<file path="src/rtl/regfile_pkg.sv">
// Shared types and constants for the register-file write controller.
// Included by the controller top and its round-robin arbiter.
package regfile_pkg;

  localparam int NREG = 32;
  localparam int AW   = 5;
  localparam int DW   = 32;

  typedef enum logic {
    INIT,
    RUN
  } state_e;

  typedef enum logic {
    GRANT_CORE,
    GRANT_DBG
  } grant_e;

endpackage

</file>
<file path="src/rtl/rr_arb2.sv">
// Two-way round-robin arbiter; req[0]=core, req[1]=dbg.
// Holds the last winner and advances it only on an accepted transfer.
module rr_arb2
  import regfile_pkg::*;
(
  input  logic       clk,
  input  logic       rst_n,
  input  logic [1:0] req,
  input  logic       adv,
  output logic [1:0] gnt
);

  grant_e last;

  always_comb begin
    gnt = 2'b00;
    unique case (req)
      2'b01:   gnt = 2'b01;
      2'b10:   gnt = 2'b10;
      2'b11:   gnt = (last == GRANT_DBG) ? 2'b01 : 2'b10;
      default: gnt = 2'b00;
    endcase
  end

  always_ff @(posedge clk or negedge rst_n) begin
    if (!rst_n) begin
      last <= GRANT_DBG;
    end else if (adv) begin
      last <= gnt[1] ? GRANT_DBG : GRANT_CORE;
    end
  end

endmodule

</file>
<file path="src/rtl/regfile_write_ctrl.sv">
// Register-file write-port controller: post-reset scrub, then
// round-robin sharing of the single write port between core and debug.
module regfile_write_ctrl
  import regfile_pkg::*;
#(
  parameter int              NREG     = regfile_pkg::NREG,
  parameter int              AW       = regfile_pkg::AW,
  parameter int              DW       = regfile_pkg::DW,
  parameter logic [DW-1:0]   INIT_VAL = '0
) (
  input  logic          clk,
  input  logic          rst_n,
  input  logic          core_valid,
  input  logic [AW-1:0] core_wa,
  input  logic [DW-1:0] core_wd,
  output logic          core_ready,
  input  logic          dbg_valid,
  input  logic [AW-1:0] dbg_wa,
  input  logic [DW-1:0] dbg_wd,
  output logic          dbg_ready,
  input  logic          scrub_req,
  output logic          rf_we,
  output logic [AW-1:0] rf_wa,
  output logic [DW-1:0] rf_wd,
  output logic          init_done
);

  localparam int IW = $clog2(NREG) + 1;

  state_e        state, state_n;
  logic [IW-1:0] idx, idx_n;
  logic          we_n;
  logic [AW-1:0] wa_n;
  logic [DW-1:0] wd_n;
  logic [1:0]    req, gnt;
  logic          run_ok, adv;

  assign req        = {dbg_valid, core_valid};
  assign run_ok     = (state == RUN) && !scrub_req;
  assign core_ready = run_ok && gnt[0];
  assign dbg_ready  = run_ok && gnt[1];
  assign adv        = core_ready || dbg_ready;
  assign init_done  = (state == RUN);

  rr_arb2 u_arb (
    .clk   (clk),
    .rst_n (rst_n),
    .req   (req),
    .adv   (adv),
    .gnt   (gnt)
  );

  always_comb begin
    state_n = state;
    idx_n   = idx;
    we_n    = 1'b0;
    wa_n    = rf_wa;
    wd_n    = rf_wd;
    unique case (state)
      INIT: begin
        // idx runs one past the last register so the final scrub
        // write is on the port for a full cycle before RUN.
        if (idx > IW'(NREG - 1)) begin
          state_n = RUN;
        end else begin
          we_n  = 1'b1;
          wa_n  = idx[AW-1:0];
          wd_n  = (idx == '0) ? '0 : INIT_VAL;
          idx_n = idx + 1'b1;
        end
      end
      RUN: begin
        if (scrub_req) begin
          state_n = INIT;
          idx_n   = '0;
        end else if (core_ready) begin
          we_n = |core_wa;
          wa_n = core_wa;
          wd_n = core_wd;
        end else if (dbg_ready) begin
          we_n = |dbg_wa;
          wa_n = dbg_wa;
          wd_n = dbg_wd;
        end
      end
      default: state_n = INIT;
    endcase
  end

  always_ff @(posedge clk or negedge rst_n) begin
    if (!rst_n) begin
      state <= INIT;
      idx   <= '0;
      rf_we <= 1'b0;
      rf_wa <= '0;
      rf_wd <= '0;
    end else begin
      state <= state_n;
      idx   <= idx_n;
      rf_we <= we_n;
      rf_wa <= wa_n;
      rf_wd <= wd_n;
    end
  end

endmodule

</file>
<file path="config.mk">
export PLATFORM = sky130hd
export DESIGN_NAME = regfile_write_ctrl
export DESIGN_NICKNAME = d
export VERILOG_FILES = /design/src/rtl/regfile_pkg.sv /design/src/rtl/rr_arb2.sv /design/src/rtl/regfile_write_ctrl.sv
export SDC_FILE = /design/constraint.sdc
export NUM_CORES = 1
export LEC_CHECK = 0
export ABC_AREA = 1
export BUFFER_PORTS_ARGS = -buffer_cell sky130_fd_sc_hd__buf_2
export CORE_MARGIN = 5
export CORE_UTILIZATION = 50
export CTS_CLUSTER_SIZE = 14
export DETAILED_ROUTE_END_ITERATION = 10
export GPL_TIMING_DRIVEN = 0
export PLACE_DENSITY = 0.87
export REMOVE_ABC_BUFFERS = 1
export SLEW_MARGIN = 5
export SYNTH_ARGS = -nofsm -noshare
export SYNTH_HDL_FRONTEND = slang
export SYNTH_SLANG_ARGS = --single-unit
</file>
<file path="constraint.sdc">
create_clock -name clk -period 3.8 [get_ports clk]
set_input_delay 1.14 -clock clk [delete_from_list [all_inputs] [get_ports clk]]
set_output_delay 1.14 -clock clk [all_outputs]
set_load 0.02 [all_outputs]
</file>
==> run_results.csv, run 1 <==
group,metric,value,unit
outcome,status,"finished clean",
clocking,clock-sinks,46,
setup_path,cp_max_fo,36,
detailed_routing,ant_nets,0,
yosys,synth_fa_ha_area_frac,0.00505,
job,max_cap_viol_count,0,
final_layout,nets,507,
power,clkPwrFrac,0.154,
yosys,synth_mux_area_frac,0,
floorplanning,fp.dieW,80.4,µm
setup_path,r2r_slack,1.48,ns
sta,finalSetupViolCount,0,
final_layout,num_antenna_cells,0,
power,switching_power,1.12,mW
place,gp_congestion,0.827,
power,internal_power,1.27,mW
yosys,yosysTopAreaCellShare,0.454,
setup_path,crit_start,"dbg_valid",
clocking,clk_latency,0.30,ns
clocking,post-cts-setup-buffer-count,0,
floorplanning,die_area,6470,µm²
yosys,ys.warnings.count,0,
global_route,grt_usage,0.210,
detailed_routing,drtIter0Drc,164,
power,total_power,2.38,mW
setup_path,r2r_cells,6,
floorplanning,die_h,80.4,µm
clocking,htree_levels,2,
sta,clock_skew,0.00525,ns
power,swShare,0.468,
sta,slew_headroom,0.321,
yosys,avgSynthCellArea,7.77,µm²
global_route,grt_pass1_vias,2414,
global_route,grt_first_pass_wirelength,10.8,mm
sta,drv_slew,0,
setup_path,worstPathRequired,2.66,ns
yosys,synth_cell_types,27,
yosys,syn_inst,319,
sta,hold_viol,0,
power,pwr_density_cell,757,nW/µm²
yosys,synth_area_leader_cell,"dfrtp_1",
global_route,grt_max_degree,72,
yosys,seq_area_frac_synth,0.465,
global_route,antenna_found_initial,0,
setup_path,crit_end,"core_ready",
sta,layout_min_cycle_time,3.53,ns
detailed_routing,drt_pass1_iterations,5,
power,p_leak,1.95,nW
final_layout,drive_gt1_frac,0.320,
floorplanning,ios,120,
setup_path,reg2reg_to,"rf_wa[1]$_DFFE_PN0P_",
detailed_routing,routedWlPerCell,14.6,µm
sta,rsz0062_at_grt,"no",
sta,hold_ws,0.476,ns
global_route,grt-ovfl-total,0,
yosys,synth_compound_area_frac,0.140,
place,port_buffers,119,
setup_path,crit-reg2reg-launch,"init_done$_DFF_PN0_",
setup_path,endpoint_kind,"output port",
detailed_routing,drc,0,
power,combPwrFrac,0.480,
floorplanning,start_util,0.522,
detailed_routing,wirelength,7.24,mm
yosys,yosys.area_share.simple,0.302,
yosys,synth_seq_cells,46,
yosys,ys_top_cells_by_area,"dfrtp_1 (45%), nand2_1 (23%), o211ai_1 (9.7%), buf_6 (3.2%), inv_1 (2.9%)",
setup_path,crit_type,"primary input to output port",
clocking,cts_tree,"yes",
detailed_routing,vias_per_cell,5.22,
floorplanning,fp.coreArea,4750,µm²
clocking,clk_pin_slew,0.08,ns
power,pwr-share-seq,0.366,
sta,worst-slew-pin-transition,1.02,ns
floorplanning,rows,25,
clocking,clk_path_buf_depth,2,
sta,timing.final.crit_share,0.929,
sta,fmax,0.283,GHz
setup_path,cp_data_arrival_time,2.39,ns
detailed_routing,route.vias.total,2586,
yosys,netlist_area,2480,µm²
place,dpl.hpwl,4.79,mm
clocking,cts_buffers,5,
min_path,worstHoldPathType,"flop to flop",
power,vdd.ir_drop.worst,0.000579,V
setup_path,critPathLaunchType,"primary input",
yosys,synth_top_family_by_area,"simple AND/OR/NAND/NOR gates",
clocking,root_buffer,"clkbuf_8",
yosys,synth_xor_area_frac,0,
final_layout,area_delta_synth_final,27.0,%
-- sequential cells by signal, summed over array words and instances (netlist names) --
signal      flops
idx             6
u_arb.last      1
rf_wd          32
rf_wa           5
rf_we           1
init_done       1
-- area by class of cell --
class	instances	area [µm²]
fill	430	1610
sequential	46	1160
multi-input combinational	234	1120
timing repair buffer	119	596
tap	67	83.8
inverter	21	81.3
clock buffer	5	68.8
clock inverter	3	43.8
-- cell families (layout without fill, tap and decap cells) --
kind of cell    Yosys count  in the layout
simple gates            182            183
compound gates           50             50
flops                    46             46
buf+inv                  40            148
fa+ha+maj                 1              1
-- metrics by stage --
stage / util / instance area, µm² / TNS, ns / cells / setup WS [ns]
global placement: 0.636 / 3020 / -0.174 / 486 / -0.174
global route: 0.662 / 3150 / 0 / 495 / 0.180
detailed placement: 0.636 / 3020 / 0 / 486 / 0.107
finish: 0.662 / 3150 / 0 / 495 / 0.270
CTS: 0.660 / 3140 / 0 / 494 / 0.0980
floorplan: - / 2340 / 0 / 300 / 0.441
-- cell usage after synthesis --
master    count
buf_6         7
inv_4         1
a21boi_0      1
buf_4         1
nand3_4       1
nor2_1       13
nand4_1       5
inv_1        19
nor2_8        1
ha_1          1
o21ai_0       5
o21ai_4       1
dfstp_2       1
nand2_1     149
dfrtp_1      45
inv_2         1
a21oi_1      10
nor3_1        1
o211ai_1     32
o32ai_1       1
clkbuf_2      1
nand3_1      10
clkbuf_1      3
buf_1         1
buf_2         6
nand2_4       1
nand2_2       1
-- worst max-delay path: stages --
cell,delay (ns)
buf_2,0.13
nand2_1,0.25
nand3_4,0.41
inv_1,0.25
buf_2,0.20
-- what timing repair did --
action | in CTS | in global routing
hold buffers | 0 | 0
cloned | 0 | 1
endpoints found under the hold margin | 0 | 0
endpoints found under the setup margin | 1 | 1
resized for setup | 1 | 0
pin swaps | 0 | 1
-- placed cells by master, fill, tap and decap left out --
master     instances
o21ai_4            1
nand2_4            1
inv_2              1
nand3_1           10
bufinv_16          1
dfstp_2            1
inv_1             19
nand2_1          149
a21oi_1           10
o32ai_1            1
nand3_2            1
a21boi_0           1
ha_1               1
nor2_8             1
inv_6              1
nor3_1             1
nand4_1            5
clkinv_2           1
dfrtp_1           44
clkbuf_8           5
inv_4              1
dfrtp_4            1
o21ai_0            5
nand3_4            1
o211ai_1          32
nor2_1            13
nand2_2            1
buf_2            119
-- metal layers --
| layer | global-route usage | vias up | wire (µm) |
|---|---|---|---|
| li1 | - | 1257 | - |
| met1 | 0.246 | 1203 | 2930 |
| met2 | 0.384 | 120 | 3530 |
| met3 | 0.0527 | 6 | 734 |
| met4 | 0.0456 | 0 | 51 |
| met5 | 0 | - | 0 |
-- power groups by stage --
stage	Clock, mW	Sequential, mW	Combinational (mW)
after detailed placement	0	0.873	1.14
final	0.368	0.872	1.14
after CTS	0.378	0.868	1.14
after global placement	0	0.864	1.12
after floorplan	0	1.06	0.547
after global routing	0.392	0.906	1.28
-- worst min-delay path by stage --
| stage | end | from | cells after the start |
|---|---|---|---|
| finish | rf_wd[0]$_DFFE_PN0P_ | rf_wd[0]$_DFFE_PN0P_ | 2 |
| global placement | rf_wd[11]$_DFFE_PN0P_ | rf_wd[11]$_DFFE_PN0P_ | 2 |
| global route | rf_wd[5]$_DFFE_PN0P_ | rf_wd[5]$_DFFE_PN0P_ | 2 |
| floorplan | u_arb.last$_DFFE_PN1P_ | u_arb.last$_DFFE_PN1P_ | 2 |
| detailed placement | rf_wd[11]$_DFFE_PN0P_ | rf_wd[11]$_DFFE_PN0P_ | 2 |
| CTS | rf_wd[17]$_DFFE_PN0P_ | rf_wd[17]$_DFFE_PN0P_ | 2 |
Power figures use the tool's default switching activity.
==> inputs of run 2 (changes only) <==
--- a/config.mk
+++ b/config.mk
@@ -14,4 +14,5 @@
 export GPL_TIMING_DRIVEN = 0
 export PLACE_DENSITY = 0.87
+export RECOVER_POWER = 25
 export REMOVE_ABC_BUFFERS = 1
 export SLEW_MARGIN = 5
==> constraint.sdc (replaced) <==
create_clock -name clk -period 3.8 [get_ports clk]
set_input_delay 0.19 -clock clk [delete_from_list [all_inputs] [get_ports clk]]
set_output_delay 0.19 -clock clk [all_outputs]
set_load 0.02 [all_outputs]
==> run 2 against run 1 <==
Net effect:
- the run now ends with capacitance limit, slew limit left
- sequential share of layout area grew 0.081 points
- critical endpoint unchanged
- clock skew grew 0.00093 ns
- combinational power is essentially flat
- largest cell class unchanged
- non-clock buffer count is the same
==> run_results.csv, run 2 (synthesized netlist as in run 1, its figures left out) <==
group,metric,value,unit
floorplanning,start_util,0.522,
setup_path,cp.buffers_inverters,3,
sta,fmax,0.348,GHz
job,max_cap_viol_count,1,
detailed_routing,drt_pass1_iterations,5,
power,pwr-share-seq,0.367,
power,pwr_density_cell,755,nW/µm²
setup_path,worstPathRequired,3.61,ns
outcome,status,"finished with violations",
global_route,grt_first_pass_wirelength,10.8,mm
detailed_routing,wirelength,6.81,mm
sta,hold_ws,0.136,ns
global_route,antenna_found_initial,0,
place,port_buffers,119,
place,dpl.hpwl,4.79,mm
power,p_leak,1.95,nW
detailed_routing,route.vias.total,2499,
setup_path,reg2reg_to,"rf_wa[0]$_DFFE_PN0P_",
sta,hold_viol,0,
final_layout,drive_gt1_frac,0.316,
setup_path,critPathLaunchType,"flop",
clocking,clk_pin_slew,0.09,ns
outcome,failed_checks,"capacitance limit, slew limit",
clocking,hold_buffers,0,
floorplanning,ios,120,
setup_path,crit_start,"init_done$_DFF_PN0_",
power,total_power,2.37,mW
floorplanning,rows,25,
sta,worst-slew-pin-transition,2.45,ns
setup_path,r2r_cells,8,
power,internal_power,1.27,mW
clocking,cts_tree,"yes",
floorplanning,die_area,6470,µm²
setup_path,critical_path.top_delay_family,"flip-flops",
setup_path,r2r_slack,1.24,ns
floorplanning,fp.dieW,80.4,µm
sta,layout_min_cycle_time,2.88,ns
setup_path,crit_slowest_cell,"dfrtp_2",
sta,setup_tns,0,ns
sta,rsz0062_at_grt,"no",
final_layout,reg_top3,"rf_wd x32, idx x6, rf_wa x5",
global_route,grt-ovfl-total,0,
setup_path,cp_max_fo,71,
detailed_routing,drtIter0Drc,148,
min_path,hold_start,"core_wd[0]",
setup_path,crit_type,"flop to output port",
power,clkPwrFrac,0.154,
clocking,post_cts_resized,0,
global_route,grt_usage,0.210,
clocking,root_buffer,"clkbuf_8",
setup_path,endpoint_kind,"output port",
clocking,clk_path_buf_depth,2,
clocking,cts_buffers,5,
min_path,worstHoldPathType,"primary input to flop",
sta,slew_headroom,-0.630,
final_layout,layout_commonest_cell,"nand2_1",
final_layout,area_delta_synth_final,26.4,%
place,gp_congestion,0.827,
final_layout,mostFrequentLayoutCells,"nand2_1 (149), buf_2 (118), dfrtp_1 (44)",
clocking,htree_levels,2,
setup_path,cp_data_arrival_time,2.69,ns
clocking,post-cts-setup-buffer-count,0,
setup_path,crit_chain,"inv_2 -> nor2_8 -> nand3_4 -> inv_1 -> buf_2",
final_layout,finalNonFillerCells,494,
setup_path,crit-reg2reg-launch,"init_done$_DFF_PN0_",
min_path,whs_path_depth,3,
power,vdd.ir_drop.worst,0.000574,V
global_route,grt_pass1_vias,2405,
detailed_routing,routedWlPerCell,13.8,µm
final_layout,nets,506,
setup_path,max_stage_delay,0.90,ns
clocking,clk_latency,0.30,ns
global_route,grt_max_degree,72,
power,combPwrFrac,0.479,
detailed_routing,vias_per_cell,5.06,
sta,timing.final.crit_share,0.757,
power,swShare,0.465,
sta,clock_skew,0.00618,ns
sta,finalSetupViolCount,0,
detailed_routing,ant_nets,0,
min_path,hold_end,"rf_wd[0]$_DFFE_PN0P_",
final_layout,regMostFlops,"rf_wd",
clocking,clock-sinks,46,
place,dp.cells,486,
final_layout,largest_register_ffs,32,
floorplanning,fp.coreArea,4750,µm²
power,switching_power,1.10,mW
detailed_routing,drc,0,
final_layout,num_antenna_cells,0,
floorplanning,die_h,80.4,µm
sta,drv_slew,47,
## run 2: worst max-delay path by stage
stage / to / slack, ns / cells after the start
after floorplan: rf_we$_DFF_PN0_ / 1.22 / 7
after global placement: rf_wa[0]$_DFFE_PN0P_ / 0.77 / 8
after detailed placement: core_ready / 1.28 / 5
after CTS: core_ready / 0.93 / 5
after global routing: core_ready / 0.70 / 5
final: core_ready / 0.92 / 5
## run 2: power by group through the flow
stage	registers, mW	clock network (mW)	logic (mW)
2_1_floorplan	1.06	0	0.547
3_3_place_gp	0.864	0	1.12
3_5_place_dp	0.873	0	1.14
4_1_cts	0.865	0.378	1.14
5_1_grt	0.903	0.392	1.27
6_report	0.868	0.365	1.13
## run 2: metal layers
metal  vias to the layer above  global-route usage  routed length (µm)
met5                         -                   0                   0
li1                       1251                   -                   -
met2                       110               0.383                3300
met3                         2              0.0527                 740
met4                         0              0.0456                  22
met1                      1136               0.246                2750
## run 2: final cells by class
| cell class | instances | area, µm² |
|---|---|---|
| Clock buffer | 5 | 68.8 |
| Clock inverter | 3 | 43.8 |
| Fill cell | 428 | 1620 |
| Inverter | 21 | 81.3 |
| Multi-Input combinational cell | 233 | 1110 |
| Sequential cell | 46 | 1150 |
| Tap cell | 67 | 83.8 |
| Timing Repair Buffer | 119 | 594 |
## run 2: metrics by stage
stage / instance area, µm² / util / worst slack (ns)
after global placement: 3020 / 0.636 / 0.768
final: 3140 / 0.659 / 0.923
after detailed placement: 3020 / 0.636 / 1.28
after CTS: 3140 / 0.660 / 0.933
after global routing: 3140 / 0.659 / 0.696
after floorplan: 2340 / - / 1.22
## run 2: worst reg2reg max path: stages, from the launching register on
cell and delay [ns]:
dfrtp_2 0.90, inv_2 0.19, nor2_8 0.20, nand3_4 0.57, inv_1 0.33, nand2_1 0.12
nand3_1 0.08, nand2_1 0.06, nand2_1 0.06
==> inputs of run 3 (changes only) <==
- CORE_UTILIZATION: 50 -> 46
- PLACE_DENSITY: 0.87 -> 0.81
- clock period: 3.8 -> 2.92 ns (I/O delays scaled with it)
==> run 3 against run 2 <==
Net effect:
- the run now ends clean
- global-route usage shrank 1.4 points
- utilization down 5.3 points
- non-clock buffer count unchanged
- routed wire length increased by 1.8%
- via count is 2.0% higher
- combinational power is 29% higher
- clock-buffer cell count increased by 2
- first-iteration DRC count decreased by 32%
- clock skew up 0.0022 ns
- hold slack lost 0.13 ns
- cell count up 0.61%
- largest cell class unchanged
- highest routed layer unchanged
==> run_results.csv, run 3 (synthesized netlist as in run 1, its figures left out) <==
group,metric,value,unit
outcome,status,"finished clean",
setup_path,cp_max_fo,71,
setup_path,critPathLaunchType,"flop",
setup_path,crit_type,"flop to output port",
detailed_routing,ant_nets,0,
detailed_routing,wirelength,6.93,mm
final_layout,reg_top3,"rf_wd x32, idx x6, rf_wa x5",
clocking,cts_tree,"yes",
place,gp_congestion,0.832,
final_layout,area_delta_synth_final,26.4,%
floorplanning,die_h,83.4,µm
floorplanning,die_area,6960,µm²
floorplanning,ios,120,
global_route,grt_usage,0.196,
global_route,grt_max_degree,72,
detailed_routing,route.vias.total,2550,
floorplanning,rows,26,
detailed_routing,routedWlPerCell,13.9,µm
final_layout,drive_gt1_frac,0.319,
detailed_routing,drt_pass1_iterations,4,
final_layout,regMostFlops,"rf_wd",
power,pwr_density_cell,969,nW/µm²
floorplanning,start_util,0.479,
clocking,clk_latency,0.29,ns
setup_path,crit_chain,"inv_2 -> nor2_8 -> nand3_4 -> inv_1 -> buf_2",
setup_path,cp.buffers_inverters,3,
place,dpl.hpwl,4.88,mm
place,port_buffers,119,
clocking,root_buffer,"clkbuf_8",
sta,timing.final.crit_share,0.907,
setup_path,worstPathRequired,2.77,ns
job,max_cap_viol_count,0,
setup_path,max_stage_delay,0.75,ns
global_route,grt-ovfl-total,0,
floorplanning,fp.dieW,83.4,µm
sta,rsz0062_at_grt,"no",
sta,hold_viol,0,
floorplanning,fp.coreArea,5170,µm²
setup_path,crit_slowest_cell,"dfrtp_4",
global_route,grt_pass1_vias,2533,
global_route,grt_first_pass_wirelength,11.4,mm
detailed_routing,vias_per_cell,5.13,
sta,clock_skew,0.00839,ns
detailed_routing,drc,0,
sta,finalSetupViolCount,0,
detailed_routing,drtIter0Drc,100,
sta,setup_tns,0,ns
sta,fmax,0.378,GHz
clocking,clk_path_buf_depth,2,
final_layout,nets,506,
final_layout,mostFrequentLayoutCells,"nand2_1 (149), buf_2 (119), dfrtp_1 (44)",
sta,slew_headroom,0.318,
clocking,clock-sinks,46,
clocking,htree_levels,2,
global_route,antenna_found_initial,0,
setup_path,critical_path.top_delay_family,"flip-flops",
sta,worst-slew-pin-transition,1.02,ns
place,post-place-ws,0.329,ns
clocking,clk_pin_slew,0.09,ns
clocking,cts_buffers,5,
power,p_leak,1.95,nW
sta,drv_slew,0,
final_layout,largest_register_ffs,32,
sta,layout_setup_ws,0.273,ns
final_layout,num_antenna_cells,0,
final_layout,layout_commonest_cell,"nand2_1",
power,vdd.ir_drop.worst,0.000680,V
setup_path,cp_data_arrival_time,2.50,ns
min_path,worstHoldPathType,"primary input to asynchronous set/reset pin",
setup_path,endpoint_kind,"output port",
sta,layout_min_cycle_time,2.65,ns
[run 3: changes by cell type in the layout (fill, tap and decap cells not counted), sizes merged]
cell    previous run  this run
buf              118       119
bufinv             1         0
clkbuf             6         7
inv               22        21
[run 3: final timing paths]
kind / depth (start not counted) / to / slack (ns) / start
max: 5 / core_ready / 0.27 / init_done$_DFF_PN0_
min: 1 / rf_wd[4]$_DFFE_PN0P_ / 0.008 / rst_n
max reg2reg: 7 / rf_we$_DFF_PN0_ / 0.53 / init_done$_DFF_PN0_
min reg2reg: 2 / rf_wd[26]$_DFFE_PN0P_ / 0.48 / rf_wd[26]$_DFFE_PN0P_
max in group asynchronous: 1 / init_done$_DFF_PN0_ / 2.15 / rst_n
min in group clk: 3 / rf_wd[24]$_DFFE_PN0P_ / 0.10 / core_wd[24]
[run 3: final cells by class]
cell class | count | area, µm²
clock buffer | 7 | 96.3
clock inverter | 1 | 8.76
fill | 489 | 2040
inverter | 21 | 81.3
multi-input combinational | 233 | 1110
sequential | 46 | 1160
tap | 70 | 87.6
timing repair buffer | 119 | 596
[run 3: metrics by stage]
step	hold slack (ns)	cells	total power, mW	util	area, µm²
after floorplan	-0.150	300	2.09	-	2340
after global placement	0.390	489	2.58	0.585	3030
after detailed placement	0.383	489	2.63	0.585	3030
after CTS	0.0502	497	3.07	0.606	3130
after global routing	0.100	497	3.29	0.606	3140
final	0.00762	497	3.04	0.606	3140
[run 3: timing repair]
action | CTS | global route
resized for setup | 0 | 1
buffers inserted | 0 | 0
hold buffers | 0 | 0
endpoints found under the setup margin | 0 | 1
[run 3: routing by layer]
| metal | track usage | share of wire | vias to the layer above |
|---|---|---|---|
| li1 | - | - | 1249 |
| met3 | 0.0545 | 0.082 | 11 |
| met5 | 0 | 0 | - |
| met2 | 0.335 | 0.47 | 104 |
| met4 | 0.0556 | 0.013 | 0 |
| met1 | 0.243 | 0.43 | 1186 |
[run 3: where the power goes]
group	leakage, nW	internal [mW]	switching, mW
sequential	0.597	0.911	0.232
clock	0.0544	0.217	0.214
combinational	1.30	0.482	0.983
total	1.95	1.61	1.43
